### src/rtl/matrix_scan_controller.sv
// matrix_scan_controller
// Walks an LED-matrix frame column by column, fetching one packed
// multi-channel SPI word per step from the frame buffer and handing it to
// output_module together with the matching command pulse. The next word is
// prefetched while output_module is still busy with the current one.
//
// Optional feature: define MATRIX_SCAN_AUTO_REPEAT_EN to make the controller
// rescan frames continuously after a single frame_start.
module matrix_scan_controller #(
    parameter int CHANNEL_NUMBER   = 3,
    parameter int SPI_SIZE         = 8,
    parameter int COLUMNS          = 16,
    parameter int WORDS_PER_COLUMN = 8,
    parameter int PULSE_LEN        = 1,
    parameter int ADDR_WIDTH       = $clog2(COLUMNS*WORDS_PER_COLUMN)
) (
    input  logic                               clk,
    input  logic                               rst,
    input  logic                               frame_start,
    output logic                               busy,
    output logic                               frame_done,
    output logic                               rd_en,
    output logic [ADDR_WIDTH-1:0]              rd_addr,
    input  logic [CHANNEL_NUMBER*SPI_SIZE-1:0] rd_data,
    output logic [CHANNEL_NUMBER*SPI_SIZE-1:0] data_out,
    output logic                               extra_bit,
    output logic                               new_image,
    output logic                               new_column,
    output logic                               next_data,
    input  logic                               tx_finish
);

    localparam int DATA_W = CHANNEL_NUMBER * SPI_SIZE;
    localparam int COL_W  = (COLUMNS > 1) ? $clog2(COLUMNS) : 1;
    localparam int WORD_W = (WORDS_PER_COLUMN > 1) ? $clog2(WORDS_PER_COLUMN) : 1;

    // Prefetch phases inside WAIT_ACK: strobe the read, capture it, then idle.
    localparam logic [1:0] PF_ISSUE   = 2'd0;
    localparam logic [1:0] PF_CAPTURE = 2'd1;
    localparam logic [1:0] PF_DONE    = 2'd2;

    typedef enum logic [2:0] {
        S_IDLE,
        S_FETCH,
        S_LOAD,
        S_WAIT_READY,
        S_PULSE,
        S_WAIT_ACK,
        S_DONE
    } state_t;

    state_t              state_q, state_d;
    logic [COL_W-1:0]    col_q, col_d;
    logic [WORD_W-1:0]   word_q, word_d;
    logic [3:0]          pcnt_q, pcnt_d;
    logic [1:0]          pf_q, pf_d;
    logic                ack_seen_q, ack_seen_d;
    logic                pending_q, pending_d;
    logic [DATA_W-1:0]   stage_q, stage_d;
    logic [DATA_W-1:0]   data_q, data_d;
    logic                extra_q, extra_d;

    logic word_last;
    logic frame_last;
    logic pulse_last;
    logic restart;
    logic start_frame;

    assign word_last  = (word_q == WORD_W'(WORDS_PER_COLUMN - 1));
    assign frame_last = word_last && (col_q == COL_W'(COLUMNS - 1));
    assign pulse_last = (pcnt_q == 4'(PULSE_LEN - 1));

`ifdef MATRIX_SCAN_AUTO_REPEAT_EN
    // Continuous scanning: every completed frame immediately starts the next.
    assign restart = 1'b1;
`else
    // A request that arrived during the frame (or right at its end) restarts it.
    assign restart = pending_q || frame_start;
`endif

    assign start_frame = ((state_q == S_IDLE) && frame_start) ||
                         ((state_q == S_DONE) && restart);

    assign rd_addr   = ADDR_WIDTH'(int'(col_q) * WORDS_PER_COLUMN + int'(word_q));
    assign data_out  = data_q;
    assign extra_bit = extra_q;

    // State register
    always_ff @(posedge clk or posedge rst) begin
        if (rst) begin
            state_q <= S_IDLE;
        end else begin
            state_q <= state_d;
        end
    end

    // Next-state logic: fetch, wait for ready, pulse, then prefetch during the ack wait
    always_comb begin
        state_d = state_q;
        case (state_q)
            S_IDLE:       if (frame_start) state_d = S_FETCH;
            S_FETCH:      state_d = S_LOAD;
            S_LOAD:       state_d = S_WAIT_READY;
            S_WAIT_READY: if (tx_finish) state_d = S_PULSE;
            S_PULSE: begin
                if (pulse_last) state_d = frame_last ? S_DONE : S_WAIT_ACK;
            end
            S_WAIT_ACK: begin
                // Leave only once the next word is staged and output_module
                // has dropped tx_finish at least once since the pulse.
                if ((pf_q == PF_DONE) && (ack_seen_q || !tx_finish)) state_d = S_WAIT_READY;
            end
            S_DONE:       state_d = restart ? S_FETCH : S_IDLE;
            default:      state_d = S_IDLE;
        endcase
    end

    // Output decode: read strobe and one-hot command selected by the current index
    always_comb begin
        busy       = (state_q != S_IDLE);
        frame_done = (state_q == S_DONE);
        rd_en      = (state_q == S_FETCH) || ((state_q == S_WAIT_ACK) && (pf_q == PF_ISSUE));
        new_image  = 1'b0;
        new_column = 1'b0;
        next_data  = 1'b0;
        if (state_q == S_PULSE) begin
            if (word_q != '0)      next_data  = 1'b1;
            else if (col_q == '0)  new_image  = 1'b1;
            else                   new_column = 1'b1;
        end
    end

    // Datapath next values: scan index, pulse timer, prefetch progress, staged and presented words
    always_comb begin
        col_d      = col_q;
        word_d     = word_q;
        pf_d       = pf_q;
        ack_seen_d = ack_seen_q;
        stage_d    = stage_q;
        data_d     = data_q;
        extra_d    = extra_q;
        pcnt_d     = (state_q == S_PULSE) ? (pcnt_q + 4'd1) : 4'd0;

        if (start_frame) begin
            col_d  = '0;
            word_d = '0;
        end

        if ((state_q == S_PULSE) && pulse_last && !frame_last) begin
            pf_d       = PF_ISSUE;
            ack_seen_d = 1'b0;
            if (word_last) begin
                word_d = '0;
                col_d  = col_q + COL_W'(1);
            end else begin
                word_d = word_q + WORD_W'(1);
            end
        end

        if (state_q == S_WAIT_ACK) begin
            if (pf_q != PF_DONE) pf_d = pf_q + 2'd1;
            if (!tx_finish)      ack_seen_d = 1'b1;
        end

        if ((state_q == S_LOAD) || ((state_q == S_WAIT_ACK) && (pf_q == PF_CAPTURE))) begin
            stage_d = rd_data;
        end

        if ((state_q == S_WAIT_READY) && tx_finish) begin
            data_d  = stage_q;
            extra_d = word_last;
        end
    end

    // Single-deep request latch for frame_start arriving while a frame runs
    always_comb begin
        pending_d = pending_q;
`ifdef MATRIX_SCAN_AUTO_REPEAT_EN
        pending_d = 1'b0;
`else
        if (state_q == S_DONE) begin
            pending_d = 1'b0;
        end else if (frame_start && (state_q != S_IDLE)) begin
            pending_d = 1'b1;
        end
`endif
    end

    // Datapath registers
    always_ff @(posedge clk or posedge rst) begin
        if (rst) begin
            col_q      <= '0;
            word_q     <= '0;
            pcnt_q     <= '0;
            pf_q       <= PF_ISSUE;
            ack_seen_q <= 1'b0;
            pending_q  <= 1'b0;
            stage_q    <= '0;
            data_q     <= '0;
            extra_q    <= 1'b0;
        end else begin
            col_q      <= col_d;
            word_q     <= word_d;
            pcnt_q     <= pcnt_d;
            pf_q       <= pf_d;
            ack_seen_q <= ack_seen_d;
            pending_q  <= pending_d;
            stage_q    <= stage_d;
            data_q     <= data_d;
            extra_q    <= extra_d;
        end
    end

endmodule

### config.mk
export PLATFORM = sky130hd
export DESIGN_NAME = matrix_scan_controller
export DESIGN_NICKNAME = d
export VERILOG_FILES = /design/src/rtl/matrix_scan_controller.sv
export SDC_FILE = /design/constraint.sdc
export NUM_CORES = 1
export LEC_CHECK = 0
export CORE_UTILIZATION = 39
export DETAILED_ROUTE_END_ITERATION = 7
export SLEW_MARGIN = 10
export SYNTH_ARGS = -nofsm -noshare
export SYNTH_HDL_FRONTEND = slang
export SYNTH_SLANG_ARGS = --single-unit
### constraint.sdc
create_clock -name clk -period 4.2 [get_ports clk]
set_input_delay 0.63 -clock clk [delete_from_list [all_inputs] [get_ports clk]]
set_output_delay 0.63 -clock clk [all_outputs]
set_load 0.005 [all_outputs]
# After elaboration in Yosys (flattened, before gate mapping)
# Index checks and enable logic that the tools add are counted.
# totals
ff_bits	67
latchBits	0
ram_bits	0
romBits	0
input_bits	28
output_inout_bits	38
wordCells	86
memories	0
# classes
n_addsub	5
multipliers	0
div_mod_pow	0
magnitude_cmp	0
n_eq_ne	15
shift	0
muxes	30
bitwise_logic	0
n_reduce_logical	26
# ops
op	n
2-to-1 mux 3 bit	7
case mux 3 bit (7 select lines)	1
2-to-1 mux 4 bit	4
2-to-1 mux 1 bit	14
equality test 3 bit, second input constant	4
logical AND 1 bit	10
!= test 2 bit, second input constant	5
adder 4 x 1 -> 4 bit, second input constant	2
logical NOT 4 bit	2
2-to-1 mux 2 bit	4
adder 7 x 3 -> 7 bit	1
equality test 3 x 2 -> 1 bit, second input constant	2
nonzero test 3 bit	2
logical OR 1 bit	5
equality test 4 bit, second input constant	1
AND reduction 4 bit	1
nonzero test 2 bit	2
adder 3 x 1 -> 3 bit, second input constant	1
equality test 3 x 1 -> 1 bit, second input constant	1
logical NOT 3 bit	1
adder 2 x 1 -> 2 bit, second input constant	1
equality test 2 x 1 -> 1 bit, second input constant	1
equality test 2 bit, second input constant	1
logical NOT 1 bit	2
logical NOT 2 bit	1

# Longest topological paths before layout
# Gate-level depths: netlist (run 1).
# depth
depth_word	7
ltp_mapped	7
mapped_depth_nobuf	6

# Least setup slack after synthesis (run 1)
# Ideal clock, no wire load.
# synth_timing
path_type	flip-flop to flip-flop
startpoint	register word_q[0]
endpoint	register col_q[1]
setup_ns	0.122
t_arrival_ns	1.542
required_ns	4.078
path_slack_ns	2.537
stages_incl_launch_ff	8
path_buffers	1
period_less_slack_ns	1.663
path_cell_list	dfrtp_1 ha_1 ha_1 nand4_1 and3_1 buf_6 a21oi_2 a32o_1
# synth_via
elab_chain_cells	5
word_cells_on_any_way	6
cone_classes	eq/ne: 1; mux: 2; reduce/logical: 3
# synth_lines
item	line_no	source
start, declared	54	logic [WORD_W-1:0] word_q, word_d;
start signal, assigned	203	word_q <= word_d;
equality test 3 bit (*)	69	assign word_last = (word_q == WORD_W'(WORDS_PER_COLUMN - 1));
named net word_last	63	logic word_last;
logical AND 1 bit	70	assign frame_last = word_last && (col_q == COL_W'(COLUMNS - 1));
logical NOT 1 bit	149	if ((state_q == S_PULSE) && pulse_last && !frame_last) begin
logical AND 1 bit	149	
2-to-1 mux 4 bit (*)	149	
named net col_d[1]	53	logic [COL_W-1:0] col_q, col_d;
end signal, assigned	202	col_q <= col_d;
end, declared	53	
# Mark *: on every way through the listed nets, which the timed path passes. The rest lies on a longest branch.
# A chain may end at the register's enable or synchronous reset.

# Worst setup path after layout (run 1)
# layout_timing
startpoint	register state_q[1]
endpoint	output next_data
# layout_via
elab_chain_cells	2
# layout_lines
item	line_no	source
start, declared	52	state_t state_q, state_d;
start signal, assigned	93	state_q <= state_d;
equality test 3 bit	126	if (state_q == S_PULSE) begin
2-to-1 mux 1 bit	126	
end, declared	29	output logic next_data,
# No other way between the ends.

==> metrics.yaml, run 1 <==
worst_hold_path:
  min_from: "pcnt_q[0]$_DFF_PP0_"
  holdPathStages: 1
  hp-class: "reg -> reg"
  hold_path_end: "pcnt_q[0]$_DFF_PP0_"
placed_design:
  gp_congestion: 0.7411
  portBuffers: 65
  postPlaceCellArea_um2: 3819
  dpl.hpwl_um: 3741
global_route:
  use_met3: 0.03483
  grt_pass1_vias: 1959
  grt_start_max_net_pins: 43
  antenna_found_initial: 0
  grt_overflow: 0
  grt_use_met1: 0.1873
  grt_pass1_wl_um: 9384
  met2_usage: 0.2251
  busiest_layer: "met2"
  grtUsageTotal: 0.1452
layout:
  fin_area_um2: 4066
  syn2layout_area_growth_pct: 29.02
  mostFrequentLayoutCell: "dfrtp_1"
  antennaDiodeCount: 0
  fin_nets: 319
  drive_gt1_frac: 0.2734
  final_cell_mix: "67 x dfrtp_1, 65 x clkdlybuf4s50_1, 39 x mux2_4, 13 x nor2_1, 10 x mux2_2"
status:
  status: "complete, no violations"
clocking:
  cts_tree: "built"
  numCtsBuffers: 9
  cts-hold-fix-buffers: 0
  clk_pin_slew_ps: 80
  clk_path_buf_depth: 2
  htree_levels: 3
  clock-sinks: 67
  clock_latency_ps: 340
  postCtsSetupRepairBufs: 0
  cts_resized: 0
  clockRootBuffer: "clkbuf_8"
detailed_routing:
  drtPass1Iterations: 4
  drt-total-wl_um: 5614
  first_iter_violations: 66
  vias: 1891
  via_per_inst: 4.836
  ant_nets: 0
  wl_per_cell_um: 14.36
  drc: 0
synthesis:
  synthArstFlopShare: 1.000
  synth-xor-area-share: 0.01112
  synth_top_family_by_area: "multiplexers"
  postSynthAreaPerCell_um2: 14.59
  synthAdderAreaFrac: 0.02779
  synth_flop_cell: "dfrtp_1"
  synth_cells: 216
  synth_edf_count: 0
  syn_nets: 251
  netlist_area_um2: 3152
  synthMuxAreaShare: 0.2215
  ys.warnings.count: 0
  ys_seq_elements: 67
  synth_simple_gate_area_frac: 0.08932
  synth_cell_types: 45
  synth-compound-area-share: 0.06828
  ys_seq_area_frac: 0.5320
worst_setup_path:
  reg2regPathDepth: 3
  crit_start: "state_q[1]$_DFFE_PP0P_"
  critPathLaunchType: "register"
  cp.required_ps: 3570
  worstSetupEndpointType: "output pin"
  cp_max_fo: 15
  reg2reg_from: "state_q[0]$_DFFE_PP0P_"
  timing.rr.end: "stage_q[21]$_DFFE_PP0P_"
  reg2reg_slack_ps: 1880
  critical_path_class: "reg -> out"
  cp.arrival_ps: 2100
timing:
  fin_setup_tns_ps: 0
  tightest_slew_ps: 1128
  slew_headroom: 0.2483
  min_period_ps: 2726
  setup_violations: 0
  finClkSkew_ps: 8.374
  fmax_mhz: 366.9
  final_min_period_over_clock_period: 0.6490
  grt_setup_unrepaired: "no"
  drv_slew: 0
  hold_violations: 0
flow_run:
  max_cap_violations: 0
power:
  p_leak_nw: 1.850
  cellPowerDensity_nw_per_um2: 712.8
  ir_worst_vdd_mv: 0.3127
  power.total_mw: 2.898
die:
  floorplan.initialDensity: 0.4058
  rows: 32
  die_y_um: 91.90
  coreArea_um2: 7767
  top_level_ports: 66
  die_area_um2: 8445
  die_w_um: 91.90
==> registers in the layout (all words and copies together) (netlist names) <==
signal	cells
word_q	3
extra_bit	1
pf_q	2
pending_q	1
data_out	24
state_q	3
col_q	4
ack_seen_q	1
pcnt_q	4
stage_q	24
==> report_power, final <==
part | switching [mW] | internal [mW]
Sequential | 0.209 | 0.922
Clock | 0.265 | 0.399
Combinational | 0.348 | 0.756
Total | 0.821 | 2.08
==> layout make-up <==
| cell class | instances | area (um^2) |
|---|---|---|
| fillers | 688 | 3701 |
| multi-input cells | 130 | 1318 |
| flip-flops and latches | 67 | 1677 |
| inverters | 10 | 38.79 |
| clock inverters | 7 | 123.9 |
| clock buffers | 9 | 123.9 |
| repair buffers | 66 | 658.1 |
| well taps | 102 | 127.6 |
==> metrics by stage <==
stage | setup slack (ps) | hold WS [ps] | utilization | instances
after floorplan | 1887 | 454.6 | - | 216
after global placement | 1823 | 486.8 | 0.4916 | 375
after detailed placement | 1820 | 482.1 | 0.4916 | 375
after CTS | 1432 | 493.0 | 0.5235 | 391
after global routing | 1321 | 515.2 | 0.5235 | 391
final | 1474 | 486.5 | 0.5235 | 391
==> per-layer routing <==
layer  up-vias  part of all wire
li1        902                 -
met1       944              0.48
met2        37              0.46
met3         8             0.043
met4         0             0.017
met5         -                 0
==> Yosys cell counts (2+ instances only) <==
cell type / instances / area [um^2]
o22ai_1: 2 / 12.51
buf_6: 7 / 78.83
xnor2_1: 2 / 17.52
nand3b_1: 2 / 15.01
and3b_1: 2 / 17.52
a32o_1: 2 / 20.02
a21oi_1: 3 / 15.01
a22o_1: 3 / 26.28
and2_1: 2 / 12.51
a21o_1: 3 / 22.52
inv_1: 9 / 33.78
o2bb2ai_1: 2 / 17.52
nand2b_1: 2 / 12.51
mux2_4: 39 / 585.6
dfrtp_1: 67 / 1677
nor2b_1: 2 / 12.51
nand2_1: 4 / 15.01
nand3_1: 2 / 10.01
nor2_1: 13 / 48.80
mux2_2: 10 / 112.6
nor3b_2: 2 / 25.02
xor2_1: 2 / 17.52
nand4_1: 2 / 12.51
o21ai_0: 3 / 15.01
nor3_1: 2 / 10.01
buf_12: 2 / 40.04
ha_1: 7 / 87.58
==> cells by family after synthesis <==
family,count (synthesis)
flip-flops,67
multiplexers,49
AO/OA/AOI/OAI,26
buffers and inverters,19
adder cells (fa/ha/maj),7
XOR/XNOR,4
AND/OR/NAND/NOR,44
==> worst max-delay path by stage <==
| stage | slack, ps | endpoint | cells past startpoint |
|---|---|---|---|
| 5_1_grt | 1320 | next_data | 4 |
| 6_report | 1470 | next_data | 4 |
| 3_3_place_gp | 1820 | data_out[6]$_DFFE_PP0P_ | 4 |
| 4_1_cts | 1430 | new_column | 4 |
| 2_1_floorplan | 1890 | ack_seen_q$_DFF_PP0_ | 1 |
| 3_5_place_dp | 1820 | data_out[14]$_DFFE_PP0P_ | 4 |
==> critical path, cell delays in order, from the launching register on <==
cell and delay, ps:
dfrtp_1 560, nand2b_1 250, or2_1 310, nor2_1 130, clkdlybuf4s50_1 510
No activity file was read; power rests on OpenSTA's default activity.
==> inputs of run 2 (changes only) <==
==> constraint.sdc (replaced) <==
create_clock -name clk -period 2.7 [get_ports clk]
set_input_delay 0.405 -clock clk [delete_from_list [all_inputs] [get_ports clk]]
set_output_delay 0.405 -clock clk [all_outputs]
set_load 0.005 [all_outputs]
==> run 2 against run 1 <==
  * Utilization about the same
  * Critical path depth unchanged
  * Register-to-register slack got worse by 1200 ps
  * Sequential cell count unchanged
  * Total power increased by 52%
  * Clock-buffer cell count increased by 1
  * Cell area about the same
  * Setup slack got worse by 1300 ps
  * Critical endpoint unchanged
  * Largest power group unchanged
==> metrics.yaml, run 2 (synthesis results as in run 1) <==
worst_setup_path:
  critPathLaunchType: "register"
  cp_max_fo: 15
  worstSetupEndpointType: "output pin"
  crit_buf_inv: 1
  worstPathCellList: "nand2b_1 -> or2_1 -> nor2_1 -> clkdlybuf4s50_1"
  slowest_stage: "dfrtp_1"
  critical_path.top_delay_family: "simple AND/OR/NAND/NOR gates"
  max_stage_delay_ps: 550
  critical_path_class: "reg -> out"
  cp.required_ps: 2300
  cp.arrival_ps: 2100
power:
  netSwitchingFraction: 0.2829
  p_leak_nw: 1.847
  seqPwrFrac: 0.400
  power.share.clock: 0.210
  switchingPower_mw: 1.246
  internal-power_mw: 3.158
  cellPowerDensity_nw_per_um2: 1083
  combPwrFrac: 0.390
  ir_worst_vdd_mv: 0.6426
placed_design:
  dpl.hpwl_um: 3764
  place_ws_ps: 525.9
  gp_congestion: 0.7180
  place_inst: 376
  portBuffers: 65
timing:
  min_period_ps: 2509
  grt_setup_unrepaired: "no"
  hold_violations: 0
  slew_headroom: 0.5967
  layout_setup_ws_ps: 190.6
  fmax_mhz: 398.5
  tightest_slew_ps: 604.0
  finClkSkew_ps: 9.871
  drv_slew: 0
  fin_setup_tns_ps: 0
  setup_violations: 0
  final_min_period_over_clock_period: 0.9294
layout:
  finalNonFillerCells: 392
  nFillCells: 697
  fin_nets: 320
  drive_gt1_frac: 0.2759
  mostFrequentLayoutCell: "dfrtp_1"
  final_cell_mix: "67 x dfrtp_1, 65 x clkdlybuf4s50_1, 39 x mux2_4, 13 x nor2_1"
  antennaDiodeCount: 0
  syn2layout_area_growth_pct: 28.98
clocking:
  cts-hold-fix-buffers: 0
  postCtsSetupRepairBufs: 0
  htree_levels: 3
  cts_tree: "built"
  numCtsBuffers: 9
  clock_latency_ps: 330
  clk_path_buf_depth: 2
  clockRootBuffer: "clkbuf_8"
  clock-sinks: 67
  clk_pin_slew_ps: 70
  cts_resized: 0
die:
  rows: 32
  floorplan.initialDensity: 0.4058
  die_w_um: 91.90
  top_level_ports: 66
  coreArea_um2: 7767
  die_area_um2: 8445
  die_y_um: 91.90
detailed_routing:
  first_iter_violations: 95
  drtPass1Iterations: 4
  vias: 1915
  wl_per_cell_um: 14.18
  drt-total-wl_um: 5560
  ant_nets: 0
  drc: 0
  via_per_inst: 4.885
global_route:
  grt_start_max_net_pins: 41
  antenna_found_initial: 0
  grt_pass1_wl_um: 9473
  grt_pass1_vias: 1921
  grt_overflow: 0
  grtUsageTotal: 0.1448
worst_hold_path:
  hp-class: "in -> async"
status:
  status: "complete, no violations"
flow_run:
  max_cap_violations: 0
run 2: worst register-to-register path: cells and delay by family, from the launching register on:
family,cells,cell delay [ps]
flops,1,720
mux,1,480
simple gates,2,690
run 2: final timing paths:
check,startpoint,endpoint,slack [ps],cells past startpoint
max in group asynchronous,rst,word_q[1]$_DFFE_PP0P_,1610,3
min reg2reg,pcnt_q[0]$_DFF_PP0_,pcnt_q[0]$_DFF_PP0_,490,1
max,state_q[1]$_DFFE_PP0P_,next_data,190,4
max reg2reg,state_q[0]$_DFFE_PP0P_,data_out[3]$_DFFE_PP0P_,680,3
min in group clk,pcnt_q[0]$_DFF_PP0_,pcnt_q[0]$_DFF_PP0_,490,1
min,rst,stage_q[14]$_DFFE_PP0P_,460,2
run 2: area by class of cell:
class	count	area [um^2]	area share
flip-flops and latches	67	1677	0.4124
multi-input cells	130	1318	0.3241
repair buffers	67	678.2	0.1668
clock buffers	10	137.6	0.03386
well taps	102	127.6	0.03139
clock inverters	6	88.84	0.02185
inverters	10	38.79	0.009541
run 2: per-layer routing:
| metal | track usage | vias up | routed length [um] | part of all wire |
|---|---|---|---|---|
| met5 | 0 | - | 0 | 0 |
| met4 | 0.06641 | 0 | 77 | 0.014 |
| met3 | 0.03731 | 7 | 258 | 0.046 |
| met2 | 0.2102 | 44 | 2524 | 0.45 |
| met1 | 0.2025 | 962 | 2701 | 0.49 |
| li1 | - | 902 | - | - |
run 2: metrics by stage:
step	cell area, um^2	util	total power [mW]	hold slack [ps]
floorplan	3152	-	2.968	454.6
global placement	3839	0.4942	3.483	486.1
detailed placement	3839	0.4942	3.517	489.7
CTS	4065	0.5234	4.462	467.6
global route	4065	0.5234	4.685	503.2
finish	4065	0.5234	4.404	459.7
run 2: power by group through the flow:
stage / Sequential, mW / Clock, mW / Combinational [mW]
2_1_floorplan: 1.67 / 0 / 1.30
3_3_place_gp: 1.77 / 0 / 1.72
3_5_place_dp: 1.77 / 0 / 1.75
4_1_cts: 1.77 / 0.950 / 1.75
5_1_grt: 1.83 / 0.987 / 1.86
6_report: 1.76 / 0.923 / 1.72
==> variant (config.mk and constraints of run 2) <==
Register the output `new_column`; this adds one clock of latency there. The other outputs are not delayed to match.
--- a/src/rtl/matrix_scan_controller.sv
+++ b/src/rtl/matrix_scan_controller.sv
@@ -51,2 +51,4 @@
 
+    logic new_column_d;
+
     state_t              state_q, state_d;
@@ -123,3 +125,3 @@
         new_image  = 1'b0;
-        new_column = 1'b0;
+        new_column_d = 1'b0;
         next_data  = 1'b0;
@@ -128,3 +130,3 @@
             else if (col_q == '0)  new_image  = 1'b1;
-            else                   new_column = 1'b1;
+            else                   new_column_d = 1'b1;
         end
@@ -213,2 +215,6 @@
 
+    always_ff @(posedge clk) begin
+        new_column <= new_column_d;
+    end
+
 endmodule
Behaviour: same outputs for any inputs over 10 cycles, from zero or initial values and one cycle with rst high; that may be too few to reach the edited logic, so the function may still have changed.
==> variant against run 2 <==
  * Non-clock buffer count rose by 1
  * Clock skew fell by 0.0056 ns
  * Critical path type unchanged
  * Highest routed layer unchanged
  * Routed wire length shrank 3.0%
  * Design area shrank 3.3%
  * Worst setup slack gained 0.026 ns
  * Sequential cell count increased by 1
  * Total power decreased by 7.6%
  * Register-to-register slack got worse by 0.12 ns
  * Critical endpoint unchanged
  * Combinational power shrank 9.9%
  * Sequential share of layout area up 1.9 points
  * Synthesized area down 4.1%
==> variant: results (changes against run 2) <==
{
  "worst-setup-path-type": "reg -> out",
  "r2r-end": "col_q[1]",
  "result_of_the_run": "finished clean",
  "power.static_leakage": {"value": 1.73, "unit": "nW", "change": "-6.1%"},
  "layout-drive-gt1-share": {"value": 0.167, "change": "-0.109"},
  "mean_cell_area_of_the_mapped_netlist": {"value": 13.7, "unit": "µm²", "change": "-5.9%"},
  "async_s_r_ff_share_synth": {"value": 0.985, "change": "-0.0147"},
  "worstRegToRegCells": {"value": 6, "change": "+3"},
  "ir_worst_vdd": {"value": 0.000386, "unit": "V", "change": "-40%"},
  "timing.clock.skew": {"value": 0.00429, "unit": "ns", "change": "-0.00558 ns"},
  "final_cell_count_no_fill": {"value": 393, "change": "+0.26%"},
  "placed_wire_length_estimate_after_detailed_placement": {"value": 3550, "unit": "µm", "change": "-5.7%"},
  "final_nets": {"value": 325, "change": "+1.6%"},
  "numPlacedInstances": {"value": 378, "change": "+0.53%"},
  "grt_first_pass_wirelength": {"value": 9340, "unit": "µm", "change": "-1.4%"},
  "number_of_drc_markers_after_the_initial_detailed_route_iteration": {"value": 75, "change": "-21%"},
  "slew-limit-headroom": {"value": 0.688, "change": "+0.0917"},
  "first_pass_iters": {"value": 6, "change": "+2"},
  "grt_start_max_net_pins": {"value": 68, "change": "+66%"},
  "worst-endpoint-arrival": {"value": 2.08, "unit": "ns", "change": "-0.02 ns"},
  "place_congestion": {"value": 0.805, "change": "+12%"},
  "yosys-top-cells-area": "dfrtp_1, mux2_1, mux2_4",
  "worstReg2RegStart": "word_q[0]",
  "crit_end": "next_data",
  "post_drt_via_cell_ratio": {"value": 4.79, "change": "-1.9%"},
  "grtUsageTotal": {"value": 0.147, "change": "+0.00226"},
  "synth_common_cells": "dfrtp_1, mux2_1, mux2_4",
  "nFillCells": {"value": 628, "change": "-9.9%"},
  "post_synthesis_net_count": {"value": 255, "change": "+1.6%"},
  "reg2reg_setup_slack": {"value": 0.56, "unit": "ns", "change": "-0.12 ns"},
  "number_of_global_route_vias_before_repair": {"value": 1867, "change": "-2.8%"},
  "netlist-cell-type-count": {"value": 44, "change": "-2.2%"},
  "startpoint": "state_q[2]"
}
-- variant: changes by cell type after synthesis, moves of 3 or more --
cell / delta
nand2_1: +4
buf_2: +4
a21o_1: -3
mux2_4: -19
mux2_2: -10
mux2_1: +29
-- variant: where the power goes --
group	switching (mW)	internal, mW	total [mW]	leakage (nW)
sequential	0.305	1.46	1.77	0.827
combinational	0.525	1.03	1.55	0.820
clock	0.378	0.375	0.753	0.0872
total	1.21	2.86	4.07	1.73
-- variant: cells by family after synthesis --
logic type | after synthesis | synth area share
AO/OA/AOI/OAI | 27 | 0.0663
XOR/XNOR | 4 | 0.0116
adder cells (fa/ha/maj) | 7 | 0.0290
buffers and inverters | 19 | 0.0377
flip-flops | 68 | 0.561
multiplexers | 49 | 0.207
AND/OR/NAND/NOR | 46 | 0.0865
-- variant: metal layers --
metal / part of all wire / track usage / up-vias
li1: - / - / 911
met1: 0.52 / 0.217 / 912
met2: 0.42 / 0.205 / 50
met3: 0.041 / 0.0279 / 11
met4: 0.022 / 0.0726 / 0
met5: 0 / 0 / -
-- variant: critical path, cell delays in order (launching register included) --
cell	delay (ns)
dfrtp_1	0.61
or3b_4	0.49
nor2_1	0.14
clkdlybuf4s50_1	0.51
-- variant: cell type report --
cell class / instances / area share
clock buffer: 11 / 0.0385
multi-input combinational: 133 / 0.308
timing repair buffer: 68 / 0.174
sequential: 68 / 0.431
clock inverter: 4 / 0.00636
tap: 99 / 0.0315
inverter: 10 / 0.00955
-- variant: per-stage QoR --
step | utilization | setup slack, ns
2_1_floorplan | - | 0.612
3_3_place_gp | 0.510 | 0.485
3_5_place_dp | 0.510 | 0.457
4_1_cts | 0.534 | 0.191
5_1_grt | 0.534 | 0.116
6_report | 0.534 | 0.217
